## src/rtl/mem_arb_pkg.sv

```systemverilog
// Shared encodings and helpers for the memory arbiter and store merge logic.
package mem_arb_pkg;

  localparam logic [1:0] SZ_B = 2'b00;
  localparam logic [1:0] SZ_H = 2'b01;
  localparam logic [1:0] SZ_W = 2'b10;

  typedef enum logic {ST_IDLE, ST_RMW} state_e;

  // Half needs 2-byte alignment, word (and size 11) needs 4-byte alignment.
  function automatic logic misalign(input logic [1:0] size, input logic [1:0] off);
    case (size)
      SZ_B:    misalign = 1'b0;
      SZ_H:    misalign = off[0];
      default: misalign = |off;
    endcase
  endfunction

endpackage

```

## src/rtl/store_merge.sv

```systemverilog
// Combinational byte/half lane merge of store data into an existing word.
module store_merge
  import mem_arb_pkg::*;
(
  input  logic [31:0] old_i,
  input  logic [31:0] wdata_i,
  input  logic [1:0]  size_i,
  input  logic [1:0]  off_i,
  output logic [31:0] merged_o
);

  // Replace only the addressed lanes; word size passes the store data through.
  always_comb begin
    merged_o = old_i;
    case (size_i)
      SZ_B:    merged_o[{off_i, 3'b000} +: 8]      = wdata_i[7:0];
      SZ_H:    merged_o[{off_i[1], 4'b0000} +: 16] = wdata_i[15:0];
      default: merged_o = wdata_i;
    endcase
  end

endmodule

```

## src/rtl/mem_arbiter.sv

```systemverilog
// Single-port memory arbiter: fetch vs load/store, data priority with a
// fetch starvation guard, sub-word stores done as read-modify-write.
module mem_arbiter
  import mem_arb_pkg::*;
#(
  parameter int unsigned STARVE_MAX = 4
) (
  input  logic        clk,
  input  logic        rst_n,
  input  logic        if_req,
  input  logic [31:0] if_addr,
  output logic        if_gnt,
  output logic        if_rvalid,
  output logic [31:0] if_rdata,
  input  logic        d_req,
  input  logic        d_we,
  input  logic [1:0]  d_size,
  input  logic [31:0] d_addr,
  input  logic [31:0] d_wdata,
  output logic        d_gnt,
  output logic        d_rvalid,
  output logic [31:0] d_rdata,
  output logic        d_misalign,
  output logic [31:0] mem_addr,
  output logic [31:0] mem_wdata,
  output logic        mem_we,
  input  logic [31:0] mem_rdata
);

  localparam logic [3:0] SMAX = 4'(STARVE_MAX);

  state_e      state_q, state_d;
  logic [3:0]  starve_q, starve_d;
  logic [31:0] old_q, wdata_q, addr_q;
  logic [1:0]  size_q, off_q;
  logic        if_rvalid_q, d_rvalid_q, d_misalign_q;
  logic [31:0] if_rdata_q, d_rdata_q;
  logic        f_win, d_win, d_mis, d_sub;
  logic [31:0] merged;

  // Fetch word-aligns its address by construction; low bits carry no meaning.
  logic unused_if_lsb;
  assign unused_if_lsb = ^if_addr[1:0];

  store_merge u_merge (
    .old_i   (old_q),
    .wdata_i (wdata_q),
    .size_i  (size_q),
    .off_i   (off_q),
    .merged_o(merged)
  );

  // Winner selection, memory port drive and next state.
  always_comb begin
    state_d   = state_q;
    if_gnt    = 1'b0;
    d_gnt     = 1'b0;
    mem_addr  = '0;
    mem_wdata = '0;
    mem_we    = 1'b0;
    f_win     = 1'b0;
    d_win     = 1'b0;
    d_mis     = misalign(d_size, d_addr[1:0]);
    d_sub     = d_we && !d_size[1] && !d_mis;
    case (state_q)
      ST_IDLE: begin
        f_win = if_req && (!d_req || starve_q == SMAX);
        d_win = d_req && !f_win;
        if (f_win) begin
          if_gnt   = 1'b1;
          mem_addr = {if_addr[31:2], 2'b00};
        end else if (d_win) begin
          d_gnt    = 1'b1;
          mem_addr = {d_addr[31:2], 2'b00};
          // Full-word aligned store writes directly; misaligned never writes.
          if (d_we && d_size[1] && !d_mis) begin
            mem_we    = 1'b1;
            mem_wdata = d_wdata;
          end
          if (d_sub) state_d = ST_RMW;
        end
      end
      ST_RMW: begin
        mem_addr  = addr_q;
        mem_wdata = merged;
        mem_we    = 1'b1;
        state_d   = ST_IDLE;
      end
      default: state_d = ST_IDLE;
    endcase
  end

  // Refused-fetch counter, saturating; clears on grant or request drop.
  always_comb begin
    starve_d = '0;
    if (if_req && !if_gnt) starve_d = (starve_q == SMAX) ? SMAX : starve_q + 4'd1;
  end

  // State and starvation counter registers.
  always_ff @(posedge clk or negedge rst_n) begin
    if (!rst_n) begin
      state_q  <= ST_IDLE;
      starve_q <= '0;
    end else begin
      state_q  <= state_d;
      starve_q <= starve_d;
    end
  end

  // Capture the read half of a sub-word store for the write-back cycle.
  always_ff @(posedge clk or negedge rst_n) begin
    if (!rst_n) begin
      old_q   <= '0;
      wdata_q <= '0;
      size_q  <= '0;
      off_q   <= '0;
      addr_q  <= '0;
    end else if (d_win && d_sub) begin
      old_q   <= mem_rdata;
      wdata_q <= d_wdata;
      size_q  <= d_size;
      off_q   <= d_addr[1:0];
      addr_q  <= {d_addr[31:2], 2'b00};
    end
  end

  // Response pulses one cycle after grant (or after the RMW write).
  always_ff @(posedge clk or negedge rst_n) begin
    if (!rst_n) begin
      if_rvalid_q  <= 1'b0;
      if_rdata_q   <= '0;
      d_rvalid_q   <= 1'b0;
      d_misalign_q <= 1'b0;
      d_rdata_q    <= '0;
    end else begin
      if_rvalid_q  <= f_win;
      if (f_win) if_rdata_q <= mem_rdata;
      d_rvalid_q   <= (d_win && !d_sub) || (state_q == ST_RMW);
      d_misalign_q <= d_win && d_mis;
      if (d_win && !d_sub) d_rdata_q <= (d_we || d_mis) ? '0 : mem_rdata;
      else if (state_q == ST_RMW) d_rdata_q <= '0;
    end
  end

  assign if_rvalid  = if_rvalid_q;
  assign if_rdata   = if_rdata_q;
  assign d_rvalid   = d_rvalid_q;
  assign d_misalign = d_misalign_q;
  assign d_rdata    = d_rdata_q;

endmodule
```

## config.mk

```make
export PLATFORM = sky130hd
export DESIGN_NAME = mem_arbiter
export DESIGN_NICKNAME = d
export VERILOG_FILES = /design/src/rtl/mem_arb_pkg.sv /design/src/rtl/store_merge.sv /design/src/rtl/mem_arbiter.sv
export SDC_FILE = /design/constraint.sdc
export NUM_CORES = 1
export LEC_CHECK = 0
export ABC_AREA = 0
export BUFFER_PORTS_ARGS = -buffer_cell sky130_fd_sc_hd__buf_2
export CAP_MARGIN = 20
export CORE_MARGIN = 10
export CORE_UTILIZATION = 50
export DETAILED_ROUTE_END_ITERATION = 10
export PLACE_DENSITY = 0.78
export SKIP_CTS_REPAIR_TIMING = 1
export SLEW_MARGIN = 20
export SYNTH_ARGS = -nofsm -noshare
export SYNTH_HDL_FRONTEND = slang
export SYNTH_HIERARCHICAL = 1
export SYNTH_SLANG_ARGS = --single-unit
```

## constraint.sdc

```tcl
create_clock -name clk -period 7.11 [get_ports clk]
set_clock_uncertainty 0.05 [all_clocks]
set_input_delay 0.711 -clock clk [delete_from_list [all_inputs] [get_ports clk]]
set_output_delay 0.711 -clock clk [all_outputs]
set_load 0.1 [all_outputs]
```

==> flow_summary.toml, run 1 <==
[routing]
drt_iter0_drc = 500
detail_route.drc_violations = 0
route.vias.total = 7320
routed_wire_length_per_instance_um = 19.6
detailedRoute.firstPassIterationCount = 5
drt-vias-per-instance = 5.60
drt_wl_total_um = 25600
ant_nets = 0

[floorplan]
die-height_um = 153
io-pin-count = 269
core_um2 = 17300
initial_core_util_pct = 51.1
die-width_um = 153
number_of_rows_in_the_core_area = 48
die_area_um2 = 23400

[clock_tree]
number_of_clock_sinks = 170
cts-buffers-inserted = 17
clock_tree_from_tritoncts = "yes"
htreeDepth = 4
clk_pin_slew_worst_paths_ns = 0.07
clockRootBuffer = "sky130_fd_sc_hd__clkbuf_16"
clkLatencyLatePin_ns = 0.42
clock_path_buffers = 2

[layout]
area_delta_synth_final_pct = 23.5
multiInputGateArea_um2 = 4110
filler_cell_count = 1442
sequential_cell_area_um2 = 4260
layout-drive-gt1-share_pct = 45.4
antennaDiodeCount = 0
utilization_pct = 63.2
final_nets = 1210

[min_path]
worst_hold_path_type = "input pin to asynchronous set/reset pin"

[synth]
yosysWarningCount = 6
sequential_to_total_area_share_from_yosys_stat_pct = 48.1
syn_inst = 839
synth_cell_types = 45
synth_area_um2 = 8850
post_synth_edffs = 0
asyncSetResetFlopFracSynth_pct = 100
synthesis.area_per_instance_um2 = 10.5
synth-seq-cells = 170
dominantRegCellSynth = "sky130_fd_sc_hd__dfrtp_1"

[setup_path]
timing.critical_path.fanout_max = 21
rr_endpoint = "wdata_q[13]"
crit_arrival_ns = 3.99
cp-endpoint = "mem_wdata[3]"
rr_startpoint = "starve_q[0]"
endpoint_kind = "primary output"
r2r_slack_ns = 3.83
critical_path.startpoint_type = "flip-flop"
criticalPathCategory = "flip-flop to primary output"
critical_path_required_ns = 6.35
r2r_cells = 8
critPathLaunch = "off_q[1]"

[timing]
timing.final.crit_share_pct = 66.8
tns_ns = 0
unrepaired_setup_endpoints_after_global_routing = "no"
period_minus_slack_ns = 4.75
setup_violations = 0
tightest_slew_ns = 1.06
slew_headroom_pct = 29.5
timing.final.hold_violations = 0
max_clock_freq_mhz = 211
final.hold.worst_slack_ns = 0.369
slew_viol_final = 0

[global_route]
initial_antenna_violation_count = 1
via_count_of_the_first_global_routing_pass = 7414
global_route.overflow_total = 0
grt_util_all_layers_pct = 21.1
grt_pass1_wl_um = 40600
grt_start_max_net_pins = 108

[placement]
number_of_input_and_output_port_buffers_inserted = 264
gp_routability_congestion = 0.881
dpl.hpwl_um = 18300

[power]
ir_drop_mv = 0.175
static-leakage-power_nw = 5.12
total_power_mw = 3.55
power-per-cell-area_nw_per_um2 = 325

[run]
drv_cap = 0

[status]
status = "finished clean"
[sequential cells by signal, summed over array words and instances (netlist names)]
name,count
d_rdata,32
if_rdata,32
old_q,32
wdata_q,32
addr_q,30
starve_q,4
off_q,2
size_q,2
d_misalign,1
d_rvalid,1
if_rvalid,1
state_q,1
[placed cells by master, fill, tap and decap left out, types with 5 or more instances in the layout]
cell type                     n
sky130_fd_sc_hd__a211oi_1    32
sky130_fd_sc_hd__a211o_1      9
sky130_fd_sc_hd__mux2_2     129
sky130_fd_sc_hd__a22o_1      15
sky130_fd_sc_hd__a221o_1      8
sky130_fd_sc_hd__bufinv_16    5
sky130_fd_sc_hd__mux2i_1     16
sky130_fd_sc_hd__a31o_2      32
sky130_fd_sc_hd__buf_4        9
sky130_fd_sc_hd__ha_1         7
sky130_fd_sc_hd__clkbuf_16   17
sky130_fd_sc_hd__buf_2      263
sky130_fd_sc_hd__inv_1       55
sky130_fd_sc_hd__nand2_1    165
sky130_fd_sc_hd__o221ai_2     8
sky130_fd_sc_hd__nor2_1      14
sky130_fd_sc_hd__dfrtp_1    169
sky130_fd_sc_hd__o21ai_0     49
sky130_fd_sc_hd__o211ai_1    31
[metrics by stage]
stage	cell area, um^2	std cells	setup WS [ns]
2_1_floorplan	8850	840	2.74
3_3_place_gp	10300	1273	2.89
3_5_place_dp	10300	1274	2.86
4_1_cts	10900	1306	2.39
5_1_grt	10900	1306	2.17
6_report	10900	1306	2.36
[worst max-delay path, cell delays in order, from the launching register on]
cell and delay (ns):
sky130_fd_sc_hd__dfrtp_1 1.03, sky130_fd_sc_hd__inv_1 0.29, sky130_fd_sc_hd__ha_1 0.43, sky130_fd_sc_hd__or4bb_1 0.54, sky130_fd_sc_hd__a2bb2oi_2 0.41, sky130_fd_sc_hd__a22o_1 0.20, sky130_fd_sc_hd__nand2_1 0.05, sky130_fd_sc_hd__o21ai_0 0.13
sky130_fd_sc_hd__buf_2 0.47
[cells in the mapped netlist, types with 3 or more instances]
| cell type | number | area share [%] |
|---|---|---|
| sky130_fd_sc_hd__a211oi_1 | 33 | 2.8 |
| sky130_fd_sc_hd__o221ai_2 | 8 | 1.4 |
| sky130_fd_sc_hd__buf_4 | 6 | 0.51 |
| sky130_fd_sc_hd__ha_1 | 7 | 0.99 |
| sky130_fd_sc_hd__clkbuf_1 | 36 | 1.5 |
| sky130_fd_sc_hd__o211ai_1 | 31 | 2.6 |
| sky130_fd_sc_hd__nand2_1 | 165 | 7.0 |
| sky130_fd_sc_hd__mux2i_1 | 16 | 1.8 |
| sky130_fd_sc_hd__nor2_1 | 15 | 0.64 |
| sky130_fd_sc_hd__a211o_1 | 9 | 0.89 |
| sky130_fd_sc_hd__nor3_1 | 3 | 0.17 |
| sky130_fd_sc_hd__a31o_2 | 32 | 3.2 |
| sky130_fd_sc_hd__a22o_1 | 15 | 1.5 |
| sky130_fd_sc_hd__buf_2 | 21 | 1.2 |
| sky130_fd_sc_hd__o21ai_0 | 49 | 2.8 |
| sky130_fd_sc_hd__a221o_1 | 8 | 0.91 |
| sky130_fd_sc_hd__dfrtp_1 | 170 | 48 |
| sky130_fd_sc_hd__mux2_2 | 129 | 16 |
| sky130_fd_sc_hd__inv_1 | 55 | 2.3 |
[metal layers]
| layer | GRT usage [%] | up-vias | share of wire [%] |
|---|---|---|---|
| met5 | 0 | - | 0.027 |
| met4 | 7.36 | 2 | 1.9 |
| met3 | 4.38 | 32 | 5.6 |
| met2 | 35.0 | 243 | 49 |
| met1 | 26.7 | 3623 | 43 |
| li1 | - | 3420 | - |
[kinds of logic (layout without fill, tap and decap cells)]
family                     count (synthesis)  in the layout  share of synthesized area [%]
xor gates and xnor gates                   1              1                         0.0990
and+or+nand+nor                          203            203                           9.96
adders and majority gates                  7              7                          0.990
buffers and inverters                    120            361                           5.78
other                                      1              2                         0.0424
DFF                                      170            170                           48.1
AOI/OAI and AO/OA                        192            192                           16.8
muxes                                    145            145                           18.2
[power breakdown]
group | switching (mW) | internal, mW | total [mW]
clock | 0.408 | 0.632 | 1.04
combinational | 0.866 | 0.355 | 1.22
sequential | 0.150 | 1.14 | 1.29
total | 1.42 | 2.13 | 3.55
[area by class of cell]
class                      count  area share [%]
tap                          225            2.58
clock buffer                  17            3.89
multi-input combinational    550            37.6
sequential                   170            39.0
timing repair buffer         274            12.9
inverter                      55            1.89
clock inverter                15            2.16
[worst min-delay path by stage]
stage	endpoint	slack [ns]	cells after the start
4_1_cts	if_rdata[29]	0.42	1
2_1_floorplan	addr_q[10]	0.37	0
6_report	if_rdata[27]	0.37	1
5_1_grt	if_rdata[26]	0.45	1
3_5_place_dp	starve_q[0]	0.44	1
3_3_place_gp	starve_q[0]	0.42	1
Power figures use the tool's default switching activity.
==> inputs of run 2 (changes only) <==
- ABC_AREA: 0 -> 1
- CORE_UTILIZATION: 50 -> 48
- clock period: 7.11 -> 4.05 ns (I/O delays scaled with it)
==> run 2 against run 1 <==
Non-clock buffer count up 3. Final area up 2.8%. Combinational power up 71%. Die area up 8.7%. First-iteration DRC count up 75%. Clock power up 56%. Synthesized area up 5.6%. Worst hold slack worse by 0.21 ns. Global-route usage up 1.5 points. Sequential power up 74%. Core utilization down 3.9 points.
==> flow_summary.toml, run 2 <==
[clock_tree]
htreeDepth = 4
number_of_clock_sinks = 170
cts-buffers-inserted = 17
clockRootBuffer = "sky130_fd_sc_hd__clkbuf_16"
clock_path_buffers = 2
clk_pin_slew_worst_paths_ns = 0.07
clock_tree_from_tritoncts = "yes"
clkLatencyLatePin_ns = 0.43

[floorplan]
initial_core_util_pct = 49.3
die-height_um = 160
number_of_rows_in_the_core_area = 50
io-pin-count = 269
core_um2 = 19000
die_area_um2 = 25400
die-width_um = 160

[global_route]
grt_pass1_wl_um = 47600
grt_util_all_layers_pct = 22.6
initial_antenna_violation_count = 3
global_route.overflow_total = 0
grt_start_max_net_pins = 98
via_count_of_the_first_global_routing_pass = 9018

[run]
drv_cap = 0

[setup_path]
critical_path.startpoint_type = "flip-flop"
cp_slowest_stage_delay_ns = 0.50
path_common_cell = "sky130_fd_sc_hd__nand2_1"
critical_path_required_ns = 3.60
slowest_stage = "sky130_fd_sc_hd__dfrtp_1"
timing.critical_path.fanout_max = 12
critical_path.cell_chain = "inv_2 > ha_1 > inv_1 > nor2_2 > inv_1 > nor2_2 > nand2_1 > nand3_1 > nand2_1 > nand2_1 > buf_2"
crit_arrival_ns = 2.99
endpoint_kind = "primary output"
criticalPathCategory = "flip-flop to primary output"

[timing]
setup_violations = 0
slew_viol_final = 0
unrepaired_setup_endpoints_after_global_routing = "no"
max_clock_freq_mhz = 290
timing.final.hold_violations = 0
tightest_slew_ns = 1.13
period_minus_slack_ns = 3.44
slew_headroom_pct = 24.8
tns_ns = 0
timing.final.crit_share_pct = 85.0

[synth]
post_synth_edffs = 0
synth-seq-cells = 170
yosysWarningCount = 6
synth_top_cells_by_count = "577 x sky130_fd_sc_hd__nand2_1, 266 x sky130_fd_sc_hd__nand3_1, 170 x sky130_fd_sc_hd__dfrtp_1"
synth_most_common_cell = "sky130_fd_sc_hd__nand2_1"
netlist_top_cells_area = "sky130_fd_sc_hd__dfrtp_1 46%, sky130_fd_sc_hd__nand2_1 23%, sky130_fd_sc_hd__nand3_1 14%, sky130_fd_sc_hd__nor2_1 3.4%, sky130_fd_sc_hd__inv_1 2.9%"
asyncSetResetFlopFracSynth_pct = 100
synth.largest_area_cell = "sky130_fd_sc_hd__dfrtp_1"
dominantRegCellSynth = "sky130_fd_sc_hd__dfrtp_1"
sequential_to_total_area_share_from_yosys_stat_pct = 45.5
synth_cell_types = 29
post_synth_top_area_share_pct = 45.5
syn_inst = 1324
synth_area_um2 = 9340
synthesis.area_per_instance_um2 = 7.06

[layout]
final_nets = 1680
layout-drive-gt1-share_pct = 21.5
area_delta_synth_final_pct = 20.2
layout_commonest_cell = "sky130_fd_sc_hd__nand2_1"
final_cell_mix = "577 x sky130_fd_sc_hd__nand2_1, 266 x sky130_fd_sc_hd__nand3_1, 263 x sky130_fd_sc_hd__buf_2, 169 x sky130_fd_sc_hd__dfrtp_1, 85 x sky130_fd_sc_hd__nor2_1"
fin_area_um2 = 11200

[power]
ir_drop_mv = 0.343
static-leakage-power_nw = 6.58
sequentialPowerShare_pct = 37.8
pwr-share-comb_pct = 35.0
clock_power_share_pct = 27.2
power-per-cell-area_nw_per_um2 = 531
switching_share_pct = 44.5
p_int_mw = 3.31
p_sw_mw = 2.66

[placement]
number_of_input_and_output_port_buffers_inserted = 264
detailed_place.area_um2 = 10600
gp_routability_congestion = 0.970
dpl.hpwl_um = 21100

[status]
status = "finished clean"

[routing]
ant_nets = 0
drt_wl_total_um = 29500
route.vias.total = 9409
detail_route.drc_violations = 0
drt-vias-per-instance = 5.19
routed_wire_length_per_instance_um = 16.3
detailedRoute.firstPassIterationCount = 7
drt_iter0_drc = 877

[min_path]
worst_hold_path_type = "input pin to flip-flop"
-- run 2: cell count changes in the layout (fill, tap and decap cells not counted), sizes merged, moves of 32 or more --
cell | before | now
a211oi | 34 | 0
a31o | 32 | 0
mux2 | 129 | 0
nand2 | 165 | 583
nand3 | 2 | 268
nor2 | 15 | 92
-- run 2: routing by layer --
layer	part of all wire [%]	track usage [%]	wire, um
met5	0.037	0	11
met1	42	28.4	12300
met3	7.1	5.96	2110
met4	2.2	6.95	655
met2	49	37.2	14400
-- run 2: critical path, delay by kind of cell (launching register included) --
family                     cells  cell delay [ns]
and+or+nand+nor                6             0.97
DFF                            1             0.50
buffers and inverters          4             0.76
adders and majority gates      1             0.33
-- run 2: final timing paths --
| kind | from | to | slack [ns] | cells after the start |
|---|---|---|---|---|
| min in group asynchronous | rst_n | wdata_q[27] | 0.45 | 2 |
| worst max register to register | starve_q[0] | if_rdata[13] | 1.28 | 8 |
| worst min register to register | wdata_q[16] | wdata_q[16] | 0.42 | 2 |
| worst max-delay path | off_q[0] | mem_wdata[15] | 0.61 | 11 |
| worst min-delay path | d_addr[5] | addr_q[5] | 0.16 | 3 |
| max in group asynchronous | rst_n | d_rdata[26] | 2.47 | 3 |
-- run 2: area by class of cell --
type / instances / area, um^2
Fill cell: 1838 / 7730
Multi-Input combinational cell: 994 / 4290
Sequential cell: 170 / 4260
Timing Repair Buffer: 277 / 1470
Clock buffer: 17 / 425
Tap cell: 260 / 325
Inverter: 78 / 293
Clock inverter: 15 / 159
Antenna cell: 3 / 7.51
-- run 2: kinds of logic (layout without fill, tap and decap cells) --
logic type	Yosys count	after routing	synth area share, %
xor gates and xnor gates	2	2	0.188
and+or+nand+nor	945	945	42.5
AOI/OAI and AO/OA	38	38	2.16
adders and majority gates	7	7	0.937
DFF	170	170	45.5
buffers and inverters	161	387	8.65
other	1	5	0.0401
-- run 2: through the flow --
step | hold WS [ns] | utilization (%) | worst slack (ns) | instances | total power [mW]
after global routing | 0.149 | 59.2 | 0.350 | 1812 | 6.29
after floorplan | 0.0594 | - | 0.543 | 1325 | 3.89
after global placement | 0.338 | 55.9 | 1.13 | 1777 | 4.32
after detailed placement | 0.338 | 56.1 | 1.09 | 1778 | 4.36
final | 0.162 | 59.2 | 0.606 | 1814 | 5.97
after CTS | -0.117 | 59.1 | 0.603 | 1810 | 5.99
-- run 2: power groups by stage --
stage	logic (mW)	clock network (mW)	registers, mW
global placement	2.05	0	2.26
detailed placement	2.09	0	2.27
finish	2.09	1.62	2.25
CTS	2.09	1.66	2.24
floorplan	1.12	0	2.77
global route	2.27	1.73	2.29
